### src/rtl/resn_conditioner.sv
// Conditions the raw board reset pin into a clean, debounced, minimum-width
// active-low reset for the core: synchroniser -> debounce FSM -> stretch.
`timescale 1ns/1ps

module resn_conditioner #(
  parameter int SYNC_STAGES     = 2,
  parameter int DEBOUNCE_CYCLES = 16000,
  parameter int PULSE_CYCLES    = 160000
) (
  input  logic       clock_160,
  input  logic       resn,
  input  logic       raw_resn,
  output logic       prop_resn,
  output logic       rst_event,
  output logic [1:0] state
);

  localparam int MAX_CYCLES = (DEBOUNCE_CYCLES > PULSE_CYCLES) ? DEBOUNCE_CYCLES : PULSE_CYCLES;
  localparam int CW         = $clog2(MAX_CYCLES + 1);

  localparam logic [CW-1:0] DEB_LAST   = CW'(DEBOUNCE_CYCLES - 1);
  localparam logic [CW-1:0] PULSE_LAST = CW'(PULSE_CYCLES - 1);
  localparam logic [CW-1:0] CNT_SAT    = '1;

  typedef enum logic [1:0] {
    ST_RUN     = 2'd0,
    ST_QUALIFY = 2'd1,
    ST_ASSERT  = 2'd2,
    ST_RELEASE = 2'd3
  } state_e;

  logic [SYNC_STAGES-1:0] sync_q, sync_d;
  logic [CW-1:0]          cnt_q, cnt_d, cnt_inc;
  state_e                 state_q, state_d;
  logic                   prop_resn_q, prop_resn_d;
  logic                   rst_event_q, rst_event_d;
  logic                   s;

  // The FSM only ever looks at the last synchroniser stage.
  assign s = sync_q[SYNC_STAGES-1];

  // State register: the synchroniser, counter, FSM state and registered outputs.
  always_ff @(posedge clock_160) begin
    // NOTE: sequential state uses non-blocking assignments so every flop
    // samples the pre-edge values regardless of statement order.
    if (!resn) begin
      sync_q      <= '1;
      cnt_q       <= '0;
      state_q     <= ST_ASSERT;
      prop_resn_q <= 1'b0;
      rst_event_q <= 1'b0;
    end else begin
      sync_q      <= sync_d;
      cnt_q       <= cnt_d;
      state_q     <= state_d;
      prop_resn_q <= prop_resn_d;
      rst_event_q <= rst_event_d;
    end
  end

  always_comb begin
    sync_d  = {sync_q[SYNC_STAGES-2:0], raw_resn};
    cnt_inc = (cnt_q == CNT_SAT) ? cnt_q : cnt_q + CW'(1);
  end

  // Next-state logic; the counter is cleared on every state change except
  // RUN->QUALIFY, where the first low sample already counts toward debounce.
  always_comb begin
    // NOTE: defaults first so every path assigns every output: no latches.
    state_d = state_q;
    cnt_d   = cnt_inc;
    unique case (state_q)
      ST_RUN: begin
        cnt_d = '0;
        if (!s) begin
          state_d = ST_QUALIFY;
          cnt_d   = CW'(1);
        end
      end
      ST_QUALIFY: begin
        if (s) begin
          state_d = ST_RUN;
          cnt_d   = '0;
        end else if (cnt_q == DEB_LAST) begin
          state_d = ST_ASSERT;
          cnt_d   = '0;
        end
      end
      ST_ASSERT: begin
        if (cnt_q == PULSE_LAST) begin
          state_d = ST_RELEASE;
          cnt_d   = '0;
        end
      end
      ST_RELEASE: begin
        if (!s) begin
          cnt_d = '0;
        end else if (cnt_q == DEB_LAST) begin
          state_d = ST_RUN;
          cnt_d   = '0;
        end
      end
      default: begin
        state_d = ST_ASSERT;
        cnt_d   = '0;
      end
    endcase
  end

  // Outputs are decoded from the next state so they change on the same edge
  // as the transition that causes them.
  always_comb begin
    prop_resn_d = (state_d == ST_RUN) || (state_d == ST_QUALIFY);
    rst_event_d = (state_q == ST_QUALIFY) && (state_d == ST_ASSERT);
  end

  assign prop_resn = prop_resn_q;
  assign rst_event = rst_event_q;
  assign state     = state_q;

endmodule
### config.mk
export PLATFORM = sky130hd
export DESIGN_NAME = resn_conditioner
export DESIGN_NICKNAME = d
export VERILOG_FILES = /design/src/rtl/resn_conditioner.sv
export SDC_FILE = /design/constraint.sdc
export NUM_CORES = 1
export LEC_CHECK = 0
export ABC_CLOCK_PERIOD_IN_PS = 4350
export CORE_MARGIN = 2
export CORE_UTILIZATION = 35
export DETAILED_ROUTE_END_ITERATION = 6
export GPL_TIMING_DRIVEN = 1
export SLEW_MARGIN = 20
export SYNTH_ARGS = -nofsm -noshare
export SYNTH_HDL_FRONTEND = slang
export SYNTH_SLANG_ARGS = --single-unit
### constraint.sdc
create_clock -name clock_160 -period 4.35 [get_ports clock_160]
set_input_delay 0.87 -clock clock_160 [delete_from_list [all_inputs] [get_ports clock_160]]
set_output_delay 0.87 -clock clock_160 [all_outputs]
set_load 0.01 [all_outputs]
==> results.json <==
{
  "outcome": "finished, final reports clean",
  "seq_area_um2": 480,
  "final_common_cell": "dfxtp_1",
  "final_cell_mix": "dfxtp_1 (24), nor2_1 (23), nor3_1 (8), xor2_1 (8)",
  "hp-class": "reg -> reg",
  "worst_pin_slew_ns": 0.517,
  "crit_type": "reg -> out",
  "yosysUniqueCellTypes": 37,
  "cap_violations": 0,
  "place_inst": 182,
  "leakage_nw": 0.453,
  "hpwl_um": 1720,
  "finalCritPeriodShare": 0.506,
  "netlist_instances": 133,
  "wl_met1_um": 1180,
  "grt_usage": 0.139,
  "synth_fp_nets": 137,
  "clock_sinks": 24,
  "cts_resized": 0,
  "grt_pass1_vias": 883,
  "hold_buffers": 0,
  "drive_above_1_share": 0.0935,
  "routabilityCongestion": 0.814,
  "cts_setup_buffers": 0,
  "io_buffers": 6,
  "slowest_stage": "clkdlybuf4s50_1",
  "crit_family": "buffers and inverters",
  "wire_per_inst_um": 12.6,
  "h-tree-depth": 1,
  "totalWireLength_um": 2330,
  "cts_made_buffers": 3,
  "antenna_left": 0,
  "core_um2": 3280,
  "boundaryPins": 7,
  "endpoint_kind": "output port",
  "n_antenna_cell": 0,
  "irDropWorstVdd_uv": 170,
  "syn_area_um2": 1180,
  "die_w_um": 62.0,
  "cp.arrival_ns": 1.33,
  "viasPerCell": 5.22,
  "antenna_found_initial": 0,
  "path_cells": "clkdlybuf4s50_1",
  "post-route-min-period_ns": 2.20,
  "num-fill-cells": 350,
  "slew_headroom": 0.653,
  "rows": 21,
  "num_vias": 965,
  "stdcell_count": 185,
  "crit_required_ns": 3.48,
  "dr.max_layer_used": "met4",
  "wl_met2_um": 1060,
  "finalSetupTns_ns": 0,
  "cts_tree": "yes",
  "cts-root-buf": "clkbuf_4",
  "first_pass_iters": 4,
  "multiInputGateArea_um2": 666,
  "synth_top_area_cell": "dfxtp_1",
  "insertion_delay_ns": 0.31,
  "postSynthAreaPerCell_um2": 8.86,
  "finish.instance_area_um2": 1300,
  "slew_viol_final": 0,
  "cp.buffers_inverters": 1,
  "start_kind": "flop",
  "die-area_um2": 3850,
  "total_power_mw": 0.331,
  "fmax_mhz": 454,
  "grt_start_max_net_pins": 18,
  "wl_met3_um": 67,
  "drtIter0Drc": 24,
  "crit_fanout": 6,
  "clkTransAtPathRegs_ns": 0.12,
  "rsz0062_at_grt": "no",
  "finClkSkew_ns": 0.00552,
  "synthTopCellsByArea": "dfxtp_1 (41%), nor2_1 (7.3%), xor2_1 (5.9%), nor3_1 (3.4%), and4_1 (3.0%)",
  "power_density_nw_per_um2": 255,
  "drc": 0,
  "synth-seq-area-share": 0.408,
  "grt-ovfl-total": 0,
  "hold_ws_ns": 0.430,
  "ys_ff_latch": 24,
  "nets": 145,
  "initial_core_util": 0.359,
  "clk_path_buf_depth": 2,
  "finalHoldViolations": 0,
  "slowest_delay_ns": 0.57,
  "placed_area_um2": 1270,
  "die_h_um": 62.0,
  "area_delta_synth_final_pct": 10.1,
  "grt_pass1_wl_um": 4020,
  "synth_top_area_frac": 0.408,
  "setup_viol": 0,
  "yosysWarnings": 0
}
## metal layers
metal	track usage	up-vias
met5	0	-
met2	0.210	11
met4	0.0243	0
met1	0.199	462
met3	0.0373	2
li1	-	490
## worst paths after layout
kind                            depth (start not counted)  slack, ns       from   endpoint
worst max-delay path                                    1       2.15   state[1]   state[1]
worst min-delay path                                    1       0.43  sync_q[0]  sync_q[1]
worst max register to register                          6       2.41   cnt_q[0]  prop_resn
worst min register to register                          1       0.43  sync_q[0]  sync_q[1]
## state kept, by name (all words and copies together) (netlist names)
| register | cells |
|---|---|
| cnt_q | 18 |
| state | 2 |
| sync_q | 2 |
| prop_resn | 1 |
| rst_event | 1 |
## through the flow
stage | utilization | setup WS (ns)
2_1_floorplan | - | 2.67
3_3_place_gp | 0.388 | 2.25
3_5_place_dp | 0.388 | 2.22
4_1_cts | 0.395 | 2.14
5_1_grt | 0.395 | 2.06
6_report | 0.395 | 2.15
## kinds of logic after synthesis
group,after synthesis,share of synthesized area
adder cells (fa/ha/maj),2,0.0191
AND/OR/NAND/NOR,67,0.312
multiplexers,4,0.0350
XOR/XNOR,11,0.0817
AO/OA/AOI/OAI,19,0.117
flip-flops,24,0.408
buffers and inverters,6,0.0276
## report_power, final
part / switching [mW] / total (mW) / leakage, nW / internal, mW
registers: 0.00267 / 0.226 / 0.194 / 0.223
logic: 0.00598 / 0.0115 / 0.244 / 0.00554
clock network: 0.0616 / 0.0939 / 0.0138 / 0.0323
total: 0.0702 / 0.331 / 0.453 / 0.261
## cells in the mapped netlist
cell / number
a21bo_2: 1
o211a_1: 1
a21oi_1: 3
xor2_1: 8
a31o_2: 1
nand2b_1: 3
a211oi_1: 1
buf_2: 2
nor2_1: 23
and3_2: 1
nor4b_2: 1
ha_1: 1
o211ai_1: 1
maj3_1: 1
dfxtp_1: 24
mux2i_1: 3
nand3_2: 1
o21ai_2: 1
a311o_1: 1
nand3_1: 5
o21ai_0: 4
nand2_1: 6
xnor2_1: 3
nor4_1: 1
mux2_2: 1
nand4_1: 3
and4_1: 4
or3_1: 2
and3_1: 3
and2_1: 3
nor3_2: 2
buf_6: 1
o2111ai_1: 4
nand4_2: 1
o21ai_1: 1
nor3_1: 8
inv_1: 3
## layout make-up
type | instances | share of cell area
Timing Repair Buffer | 6 | 0.0463
Clock buffer | 3 | 0.0174
Inverter | 3 | 0.00868
Sequential cell | 24 | 0.370
Multi-Input combinational cell | 103 | 0.513
Tap cell | 46 | 0.0444
Power figures use the tool's default switching activity.
